<file path="config.mk">
export PLATFORM = sky130hd
export DESIGN_NAME = spi_reg_ctrl
export DESIGN_NICKNAME = d
export VERILOG_FILES = /design/src/rtl/spi_reg_pkg.sv /design/src/rtl/spi_reg_timeout.sv /design/src/rtl/spi_reg_ctrl.sv
export SDC_FILE = /design/constraint.sdc
export NUM_CORES = 1
export LEC_CHECK = 0
export CAP_MARGIN = 20
export CORE_UTILIZATION = 25
export DETAILED_ROUTE_END_ITERATION = 8
export GPL_TIMING_DRIVEN = 0
export MAX_ROUTING_LAYER = met4
export SLEW_MARGIN = 10
export SYNTH_ARGS = -nofsm -noshare
export SYNTH_HDL_FRONTEND = slang
export SYNTH_SLANG_ARGS = --single-unit
</file>
<file path="constraint.sdc">
create_clock -name clk -period 4.36 [get_ports clk]
set_clock_uncertainty 0.2 [all_clocks]
set_input_delay 0.872 -clock clk [delete_from_list [all_inputs] [get_ports clk]]
set_output_delay 0.872 -clock clk [all_outputs]
set_load 0.01 [all_outputs]
</file>
<file path="src/rtl/spi_reg_pkg.sv">
`timescale 1ns/1ps
`default_nettype none
// ============================================================================
//  Module   : spi_reg_pkg
//  Purpose  : Shared definitions for the SPI register-access sequencer:
//             FSM state encoding, fixed response bytes, command-byte field
//             positions and the default device identifier.
//  Revision : 1.0  initial release
// ============================================================================
package spi_reg_pkg;

    typedef enum logic [2:0] {
        S_IDLE    = 3'd0,
        S_CMD     = 3'd1,
        S_RD_REQ  = 3'd2,
        S_RD_HOLD = 3'd3,
        S_WR_DATA = 3'd4,
        S_WR_REQ  = 3'd5,
        S_DRAIN   = 3'd6
    } state_t;

    // Byte shifted out while no read data is available / after an abort
    localparam logic [7:0] FILLER = 8'h00;
    localparam logic [7:0] ABORT  = 8'hFF;

    // Command byte layout: {rw, addr[6:0]}, rw=1 means read
    localparam int CMD_RW_BIT   = 7;
    localparam int CMD_ADDR_MSB = 6;
    localparam int CMD_ADDR_LSB = 0;

    localparam logic [6:0] DEV_ID_DEFAULT = 7'h2A;

    // Status byte returned as byte 0 of every frame
    function automatic logic [7:0] status_byte(input logic err, input logic [6:0] dev_id);
        return {err, dev_id};
    endfunction

endpackage
`default_nettype wire

</file>
<file path="src/rtl/spi_reg_timeout.sv">
`timescale 1ns/1ps
`default_nettype none
// ============================================================================
//  Module   : spi_reg_timeout
//  Purpose  : Cycle counter that flags an expired register access.
//             o_expired is high in the ACK_TIMEOUT-th consecutive enabled
//             cycle, so a strobe acted on at that edge is high for exactly
//             ACK_TIMEOUT cycles.
//  Ports    : clk, rst      - clock, asynchronous active-high reset
//             i_clear       - synchronous counter clear (has priority)
//             i_enable      - count this cycle
//             o_expired     - limit reached in this enabled cycle
//  Revision : 1.0  initial release
// ============================================================================
module spi_reg_timeout #(
    parameter int ACK_TIMEOUT = 16
) (
    input  logic clk,
    input  logic rst,
    input  logic i_clear,
    input  logic i_enable,
    output logic o_expired
);

    localparam int CW = (ACK_TIMEOUT > 1) ? $clog2(ACK_TIMEOUT) : 1;
    localparam logic [CW-1:0] c_LAST = CW'(ACK_TIMEOUT - 1);

    logic [CW-1:0] r_count;

    // Saturates at the limit; the sequencer always leaves the access then
    always_ff @(posedge clk or posedge rst) begin
        if (rst) begin
            r_count <= '0;
        end else if (i_clear) begin
            r_count <= '0;
        end else if (i_enable && (r_count != c_LAST)) begin
            r_count <= r_count + CW'(1);
        end
    end

    assign o_expired = i_enable && (r_count == c_LAST);

endmodule
`default_nettype wire

</file>
<file path="src/rtl/spi_reg_ctrl.sv">
`timescale 1ns/1ps
`default_nettype none
// ============================================================================
//  Module   : spi_reg_ctrl
//  Purpose  : Frames the byte stream of an SPI slave into register-bus
//             accesses. Byte 0 of a frame is the command {rw, addr[6:0]};
//             following bytes are write data or clocked-out read data.
//             Reads are prefetched so data starts at frame byte 2.
//  Ports    : clk, rst                 - clock, async active-high reset
//             i_ssel_active            - chip select asserted (synchronised)
//             i_byte_done / i_byte_in  - per-byte strobe and received byte
//             o_byte_out               - next byte for the slave to send
//             o_reg_addr/o_reg_wdata   - register address / write data
//             o_reg_we / o_reg_re      - held requests until ack or abort
//             i_reg_ack / i_reg_rdata  - completion strobe and read data
//             o_busy                   - not in IDLE
//             o_err                    - sticky timeout/abort flag
//  Config   : SPI_REG_CTRL_AUTOINC_EN - when defined, the address advances
//             after every access (7-bit wrap); otherwise it is fixed for
//             the whole frame.
//  Revision : 1.0  initial release
// ============================================================================
module spi_reg_ctrl
    import spi_reg_pkg::*;
#(
    parameter int         ACK_TIMEOUT = 16,
    parameter logic [6:0] DEV_ID      = DEV_ID_DEFAULT
) (
    input  logic       clk,
    input  logic       rst,
    input  logic       i_ssel_active,
    input  logic       i_byte_done,
    input  logic [7:0] i_byte_in,
    output logic [7:0] o_byte_out,
    output logic [6:0] o_reg_addr,
    output logic [7:0] o_reg_wdata,
    output logic       o_reg_we,
    output logic       o_reg_re,
    input  logic       i_reg_ack,
    input  logic [7:0] i_reg_rdata,
    output logic       o_busy,
    output logic       o_err
);

    state_t     r_state;
    logic [7:0] r_byte_out;
    logic [6:0] r_addr;
    logic [7:0] r_wdata;
    logic [7:0] r_rbuf;
    logic       r_we;
    logic       r_re;
    logic       r_err;

    state_t     w_state_nxt;
    logic [7:0] w_byte_out_nxt;
    logic [6:0] w_addr_nxt;
    logic [7:0] w_wdata_nxt;
    logic [7:0] w_rbuf_nxt;
    logic       w_we_nxt;
    logic       w_re_nxt;
    logic       w_err_nxt;

    logic       w_strobe;
    logic       w_ack;
    logic       w_expired;
    logic [6:0] w_addr_inc;
    logic [7:0] w_status;

    // Strobes are gated by chip select so a dropped frame releases the bus
    // in the same cycle, before the state register catches up.
    assign o_reg_we    = r_we && i_ssel_active;
    assign o_reg_re    = r_re && i_ssel_active;
    assign o_reg_addr  = r_addr;
    assign o_reg_wdata = r_wdata;
    assign o_byte_out  = r_byte_out;
    assign o_busy      = (r_state != S_IDLE);
    assign o_err       = r_err;

    assign w_strobe = o_reg_we || o_reg_re;
    assign w_ack    = i_reg_ack && (r_we || r_re);
    assign w_status = status_byte(r_err, DEV_ID);

`ifdef SPI_REG_CTRL_AUTOINC_EN
    assign w_addr_inc = r_addr + 7'd1;
`else
    assign w_addr_inc = r_addr;
`endif

    spi_reg_timeout #(
        .ACK_TIMEOUT (ACK_TIMEOUT)
    ) u_timeout (
        .clk       (clk),
        .rst       (rst),
        .i_clear   (!w_strobe || i_reg_ack),
        .i_enable  (w_strobe),
        .o_expired (w_expired)
    );

    always_ff @(posedge clk or posedge rst) begin
        if (rst) begin
            r_state    <= S_IDLE;
            r_byte_out <= status_byte(1'b0, DEV_ID);
            r_addr     <= '0;
            r_wdata    <= '0;
            r_rbuf     <= '0;
            r_we       <= 1'b0;
            r_re       <= 1'b0;
            r_err      <= 1'b0;
        end else begin
            r_state    <= w_state_nxt;
            r_byte_out <= w_byte_out_nxt;
            r_addr     <= w_addr_nxt;
            r_wdata    <= w_wdata_nxt;
            r_rbuf     <= w_rbuf_nxt;
            r_we       <= w_we_nxt;
            r_re       <= w_re_nxt;
            r_err      <= w_err_nxt;
        end
    end

    always_comb begin
        w_state_nxt    = r_state;
        w_byte_out_nxt = r_byte_out;
        w_addr_nxt     = r_addr;
        w_wdata_nxt    = r_wdata;
        w_rbuf_nxt     = r_rbuf;
        w_we_nxt       = r_we;
        w_re_nxt       = r_re;
        w_err_nxt      = r_err;

        if (!i_ssel_active) begin
            // Between frames: keep the status byte preloaded for byte 0
            w_state_nxt    = S_IDLE;
            w_we_nxt       = 1'b0;
            w_re_nxt       = 1'b0;
            w_byte_out_nxt = w_status;
        end else begin
            case (r_state)
                S_IDLE: begin
                    w_state_nxt = S_CMD;
                end

                S_CMD: begin
                    if (i_byte_done) begin
                        // Status has just been shifted out, so err is reported
                        w_err_nxt      = 1'b0;
                        w_addr_nxt     = i_byte_in[CMD_ADDR_MSB:CMD_ADDR_LSB];
                        w_byte_out_nxt = FILLER;
                        if (i_byte_in[CMD_RW_BIT]) begin
                            w_re_nxt    = 1'b1;
                            w_state_nxt = S_RD_REQ;
                        end else begin
                            w_state_nxt = S_WR_DATA;
                        end
                    end
                end

                S_RD_REQ: begin
                    // Re-arm after a back-to-back completion left a bubble
                    if (!r_re) begin
                        w_re_nxt = 1'b1;
                    end
                    if (w_ack) begin
                        w_re_nxt = 1'b0;
                        if (i_byte_done) begin
                            // Data and load point coincide: send it directly
                            // and prefetch the next register.
                            w_byte_out_nxt = i_reg_rdata;
                            w_addr_nxt     = w_addr_inc;
                        end else begin
                            w_rbuf_nxt  = i_reg_rdata;
                            w_state_nxt = S_RD_HOLD;
                        end
                    end else if (i_byte_done || w_expired) begin
                        w_re_nxt       = 1'b0;
                        w_err_nxt      = 1'b1;
                        w_byte_out_nxt = ABORT;
                        w_state_nxt    = S_DRAIN;
                    end
                end

                S_RD_HOLD: begin
                    if (i_byte_done) begin
                        w_byte_out_nxt = r_rbuf;
                        w_addr_nxt     = w_addr_inc;
                        w_re_nxt       = 1'b1;
                        w_state_nxt    = S_RD_REQ;
                    end
                end

                S_WR_DATA: begin
                    if (i_byte_done) begin
                        w_wdata_nxt = i_byte_in;
                        w_we_nxt    = 1'b1;
                        w_state_nxt = S_WR_REQ;
                    end
                end

                S_WR_REQ: begin
                    if (!r_we) begin
                        w_we_nxt = 1'b1;
                    end
                    if (w_ack) begin
                        w_we_nxt   = 1'b0;
                        w_addr_nxt = w_addr_inc;
                        if (i_byte_done) begin
                            // Next data byte arrived with the ack: queue it
                            w_wdata_nxt = i_byte_in;
                        end else begin
                            w_state_nxt = S_WR_DATA;
                        end
                    end else if (i_byte_done || w_expired) begin
                        w_we_nxt       = 1'b0;
                        w_err_nxt      = 1'b1;
                        w_byte_out_nxt = ABORT;
                        w_state_nxt    = S_DRAIN;
                    end
                end

                S_DRAIN: begin
                    w_byte_out_nxt = ABORT;
                end

                default: begin
                    w_state_nxt = S_IDLE;
                    w_we_nxt    = 1'b0;
                    w_re_nxt    = 1'b0;
                end
            endcase
        end
    end

endmodule
`default_nettype wire

</file>
Word-level counts from Yosys, hierarchy flattened
Index checks and enable logic that the tools add are counted.
- register bits after elaboration: 41
- eq/ne operators: 24
- reductions and logical operators: 26
- add/sub/neg operators: 1
- bitwise operators: 1
- multiplexer cells: 37
- operator list (kind ; count):
    8-bit 2-to-1 mux ; 9
    8-bit one-hot mux with 5 select lines ; 1
    3-bit 2-to-1 mux ; 10
    3-bit one-hot mux with 7 select lines ; 1
    4-bit != test (second input constant) ; 4
    8-bit one-hot mux with 2 select lines ; 1
    3-bit != test (second input constant) ; 5
    2-bit != test (second input constant) ; 6
    1-bit 2-to-1 mux ; 10
    5-bit AND reduction ; 2
    3-bit == test (second input constant) ; 3
    4-bit 2-to-1 mux ; 2
    4-bit AND reduction ; 2
    3-bit by 2-bit == test with 1-bit output (second input constant) ; 2
    6-bit by 1-bit != test with 1-bit output (second input constant) ; 1
    3-bit AND reduction ; 2
    6-bit AND reduction ; 1
    2-bit nonzero test ; 3
    1-bit logical AND ; 5
    5-bit OR reduction ; 1
    4-bit by 1-bit adder with 4-bit output (second input constant) ; 1
    4-bit == test (second input constant) ; 1
    1-bit logical OR ; 4
    1-bit one-hot mux with 4 select lines ; 1
    11 further kinds ; 11

Longest topological paths before layout
Gate-level depths: netlist of run 1.
- word-level depth: 8
- mapped depth: 6

By module
A second synthesis of run 1 with hierarchy kept.
- cells, all modules: 235
- area total of the unflattened synthesis: 2304.7 sq um
- modules (own cells, without submodules) (module ; times used ; cells an instance ; seq. area each (sq um) ; area an instance (sq um)):
    spi_reg_ctrl ; 1 ; 212 ; 929.6 ; 2070.7
    spi_reg_timeout ; 1 ; 23 ; 100.1 ; 234.0

Worst setup path after synthesis of run 1
No wires, ideal clock.
- path kind: input to output
- start: input i_ssel_active
- end: output o_reg_re
- stages: 3
- slack: 1.850 ns
- path buffers: 2
- required time: 3.288 ns
- arrival: 1.438 ns
- cell sequence: buf_4 clkbuf_1 and2_1
- word-level cells in the longest chain between the ends: 1
- RTL lines (element ; RTL line ; source):
    start, declared ; spi_reg_ctrl.sv:31 ; input logic i_ssel_active,
    1-bit logical AND ; spi_reg_ctrl.sv:72 ; assign o_reg_re = r_re && i_ssel_active;
    end, declared ; spi_reg_ctrl.sv:38 ; output logic o_reg_re,
No other way between the ends.

Final worst setup path of run 1
- start: input i_ssel_active
- end: output o_reg_we
- word-level cells in the longest chain between the ends: 1
- RTL lines (element ; RTL line ; source):
    1-bit logical AND ; spi_reg_ctrl.sv:71 ; assign o_reg_we = r_we && i_ssel_active;
    end, declared ; spi_reg_ctrl.sv:37 ; output logic o_reg_we,
No other way between the ends.

==> flow_metrics.tcl, run 1 <==
set metrics [dict create \
    status "complete, no violations" \
    crit_arrival_ns 2.16 \
    postCtsResizedCells 0 \
    synthFlopType "dfrtp_1" \
    synth_edf_count 0 \
    row_count 34 \
    coreArea_um2 8720 \
    drive_above_1_share_pct 18.8 \
    numCtsBuffers 5 \
    clock_power_share_pct 14.1 \
    irDropWorstVdd_mv 0.322 \
    wl_per_cell_um 15.8 \
    die_area_um2 9390 \
    p_switching_mw 0.653 \
    die_x_um 96.9 \
    reg2reg_depth 5 \
    setup_viol 0 \
    routed_wirelength_um 5810 \
    postSynthCellCount 206 \
    comb_power_share_pct 50.1 \
    grt_antenna_before_repair 0 \
    grt_max_degree 22 \
    syn_area_um2 2250 \
    max-slew-margin-rel_pct 52.9 \
    setup_ws_ns 1.12 \
    regArea_um2 1030 \
    cts_hold_buf 0 \
    dr.pass1.iters 4 \
    grt_pass1_wl_um 9620 \
    fmax_mhz 309 \
    period_share_pct 74.2 \
    ant_nets 0 \
    n_fill_cell 888 \
    critical_path_required_ns 3.29 \
    whs_ns 0.311 \
    ctsRootBufferMaster "clkbuf_8" \
    grt.overflow.total 0 \
    r2r_slack_ns 2.15 \
    synth_nets 228 \
    hp-class "flip-flop to flip-flop" \
    rsz0062_at_grt "false" \
    fin_cells 368 \
    cts.sinks 41 \
    hold_depth 1 \
    synthDistinctLibCells 52 \
    worstHoldStart "o_reg_wdata[4]" \
    async_reset_ff_share_pct 100 \
    setup_tns_ns 0 \
    clk_pin_slew_worst_paths_ns 0.08 \
    maxCapViolations 0 \
    post_dp_cell_area_um2 2880 \
    netlist.area_leader.share_pct 42.2 \
    num_vias 1888 \
    pin_count 48 \
    dp_hpwl_um 4080 \
    cts_tree "built" \
    clock_latency_ns 0.30 \
    crit_type "primary input to output pin" \
    drv_slew 0 \
    ys.warnings.count 0 \
    ys_seq_area_share_pct 45.7 \
    post_cts_buffers 0 \
    drtIter0Drc 192 \
    portBuffers 46 \
    yosysMostFrequentCell "dfrtp_1" \
    powerDensity_nw_per_um2 584 \
    synth_top_area_cell "dfrtp_1" \
    static-leakage-power_nw 1.20 \
    start_util_pct 25.8 \
    h-tree-depth 2 \
    end_kind "output pin" \
    multiInputGateArea_um2 1140 \
    worst_pin_slew_ns 0.699 \
    viasPerCell 5.13 \
    cp-start-kind "primary input" \
    pre_cts_slack_ns 1.14 \
    place.gp.congestion 0.842 \
    rr_endpoint "r_state[2]" \
    syn_avg_cell_area_um2 10.9 \
    die-height_um 96.9 \
    internal_power_mw 1.07 \
    synth_top_cells_by_count "dfrtp_1 (38), mux2_2 (15), o21ai_0 (13)" \
    synthTopCellsByArea "dfrtp_1 (42%), mux2_2 (7.5%), mux2_4 (5.3%), dfstp_2 (3.5%), o21ai_0 (2.9%)" \
    final_hold_viol_count 0 \
    hold_end "o_reg_wdata[4]" \
    nNetsFinal 282 \
    p_seq_share_pct 35.8 \
    crit_fanout 10 \
    switching_share_pct 37.8 \
    fin_crit_ns 3.24 \
    drc 0 \
    place_inst 361 \
    grt_pass1_vias 1862 \
    cts.path.max_buffers 2 \
    ys_seq_elements 41 \
    area_growth_pct 31.3 \
    reg2reg_from "u_timeout.r_count[0]" \
    n_antenna_cell 0 \
    final_area_um2 2960 \
    grt_use_total_pct 13.0 \
]
[how the worst max path moves through the flow]
stage                        startpoint        to  slack (ns)  cells past startpoint
final                     i_ssel_active  o_reg_we        1.12                      4
after global routing      i_ssel_active  o_reg_we        1.04                      4
after CTS                 i_ssel_active  o_reg_we        1.14                      4
after detailed placement  i_ssel_active  o_reg_we        1.14                      4
after global placement    i_ssel_active  o_reg_re        1.14                      4
after floorplan           i_ssel_active  o_reg_re        1.85                      3
[layout make-up]
class                           count  share of cell area (%)
Buffer                              8                    1.61
Clock buffer                        6                    2.45
Clock inverter                      1                   0.296
Inverter                            8                    1.02
Multi-Input combinational cell    149                    38.7
Sequential cell                    41                    34.8
Tap cell                          108                    4.57
Timing Repair Buffer               47                    16.5
[critical path, cell delays in order]
cell and delay [ns]:
buf_4 0.15, clkbuf_1 0.39, and2_1 0.21, clkdlybuf4s50_1 0.54
[registers in the layout, indices dropped and copies added, names as in the netlist]
signal             count
o_reg_wdata            8
o_byte_out             8
o_reg_addr             7
u_timeout.r_count      4
o_err                  1
r_we                   1
r_re                   1
r_state                3
r_rbuf                 8
[cell families (layout without fill, tap and decap cells)]
kind of cell | count (synthesis) | after routing | share of synthesized area, %
xor gates and xnor gates | 1 | 1 | 0.389
AOI/OAI and AO/OA | 65 | 65 | 21.3
adders and majority gates | 1 | 1 | 0.555
muxes | 25 | 25 | 13.7
DFF | 41 | 41 | 45.7
buffers and inverters | 16 | 70 | 3.44
and+or+nand+nor | 57 | 57 | 14.9
[metrics by stage]
step / util (%) / power (mW)
finish: 33.9 / 1.73
global route: 33.9 / 1.84
CTS: 33.9 / 1.73
detailed placement: 33.0 / 1.48
global placement: 32.7 / 1.47
floorplan: - / 1.12
[cell usage in the layout (no fill, tap or decap), drive strengths merged, types with 2 or more instances in the layout]
cell type,instances
clkbuf,7
dfstp,3
or4,2
mux2,23
a21oi,5
nor2b,2
nor4,3
dfrtp,38
o22ai,2
nor2,13
clkdlybuf4s50,46
nand2b,4
buf,8
nand3b,6
a21boi,2
clkinv,2
mux2i,2
a31oi,8
o2bb2ai,3
nand2,10
inv,7
nand3,5
a22oi,7
nor3,3
or3,2
and2,2
o211ai,5
a222oi,5
o21ai,14
o21a,4
o221ai,2
a211oi,2
[power by group through the flow]
| stage | Clock, mW | Sequential (mW) | Combinational [mW] |
|---|---|---|---|
| 3_3_place_gp | 0 | 0.622 | 0.851 |
| 2_1_floorplan | 0 | 0.649 | 0.475 |
| 5_1_grt | 0.263 | 0.639 | 0.939 |
| 3_5_place_dp | 0 | 0.623 | 0.861 |
| 6_report | 0.244 | 0.618 | 0.864 |
| 4_1_cts | 0.249 | 0.618 | 0.866 |
[routing by layer]
metal  share of wire (%)  up-vias  global-route usage, %  wire, µm
met5                   0        -                      -         0
met4                0.50        0                   4.36        29
met3                 5.0        2                   2.60       289
met2                  47       55                   19.3      2730
met1                  47      936                   17.6      2760
li1                    -      895                      -         -
No activity file was read; power rests on OpenSTA's default activity.
==> inputs of run 2 (changes only) <==
clock period = 3.2 ns   (was 4.36 ns; I/O delays follow)
==> results of run 2 <==
The final DEF is identical to that of run 1. Status: complete, no violations.
Main changes from that run: setup slack after placement 1.14 ns -> 0.266 ns; setup slack after layout 1.12 ns -> 0.427 ns; register-to-register setup slack 2.15 ns -> 0.99 ns; total power 1.73 mW -> 2.35 mW; worst IR drop on VDD 0.322 mV -> 0.439 mV
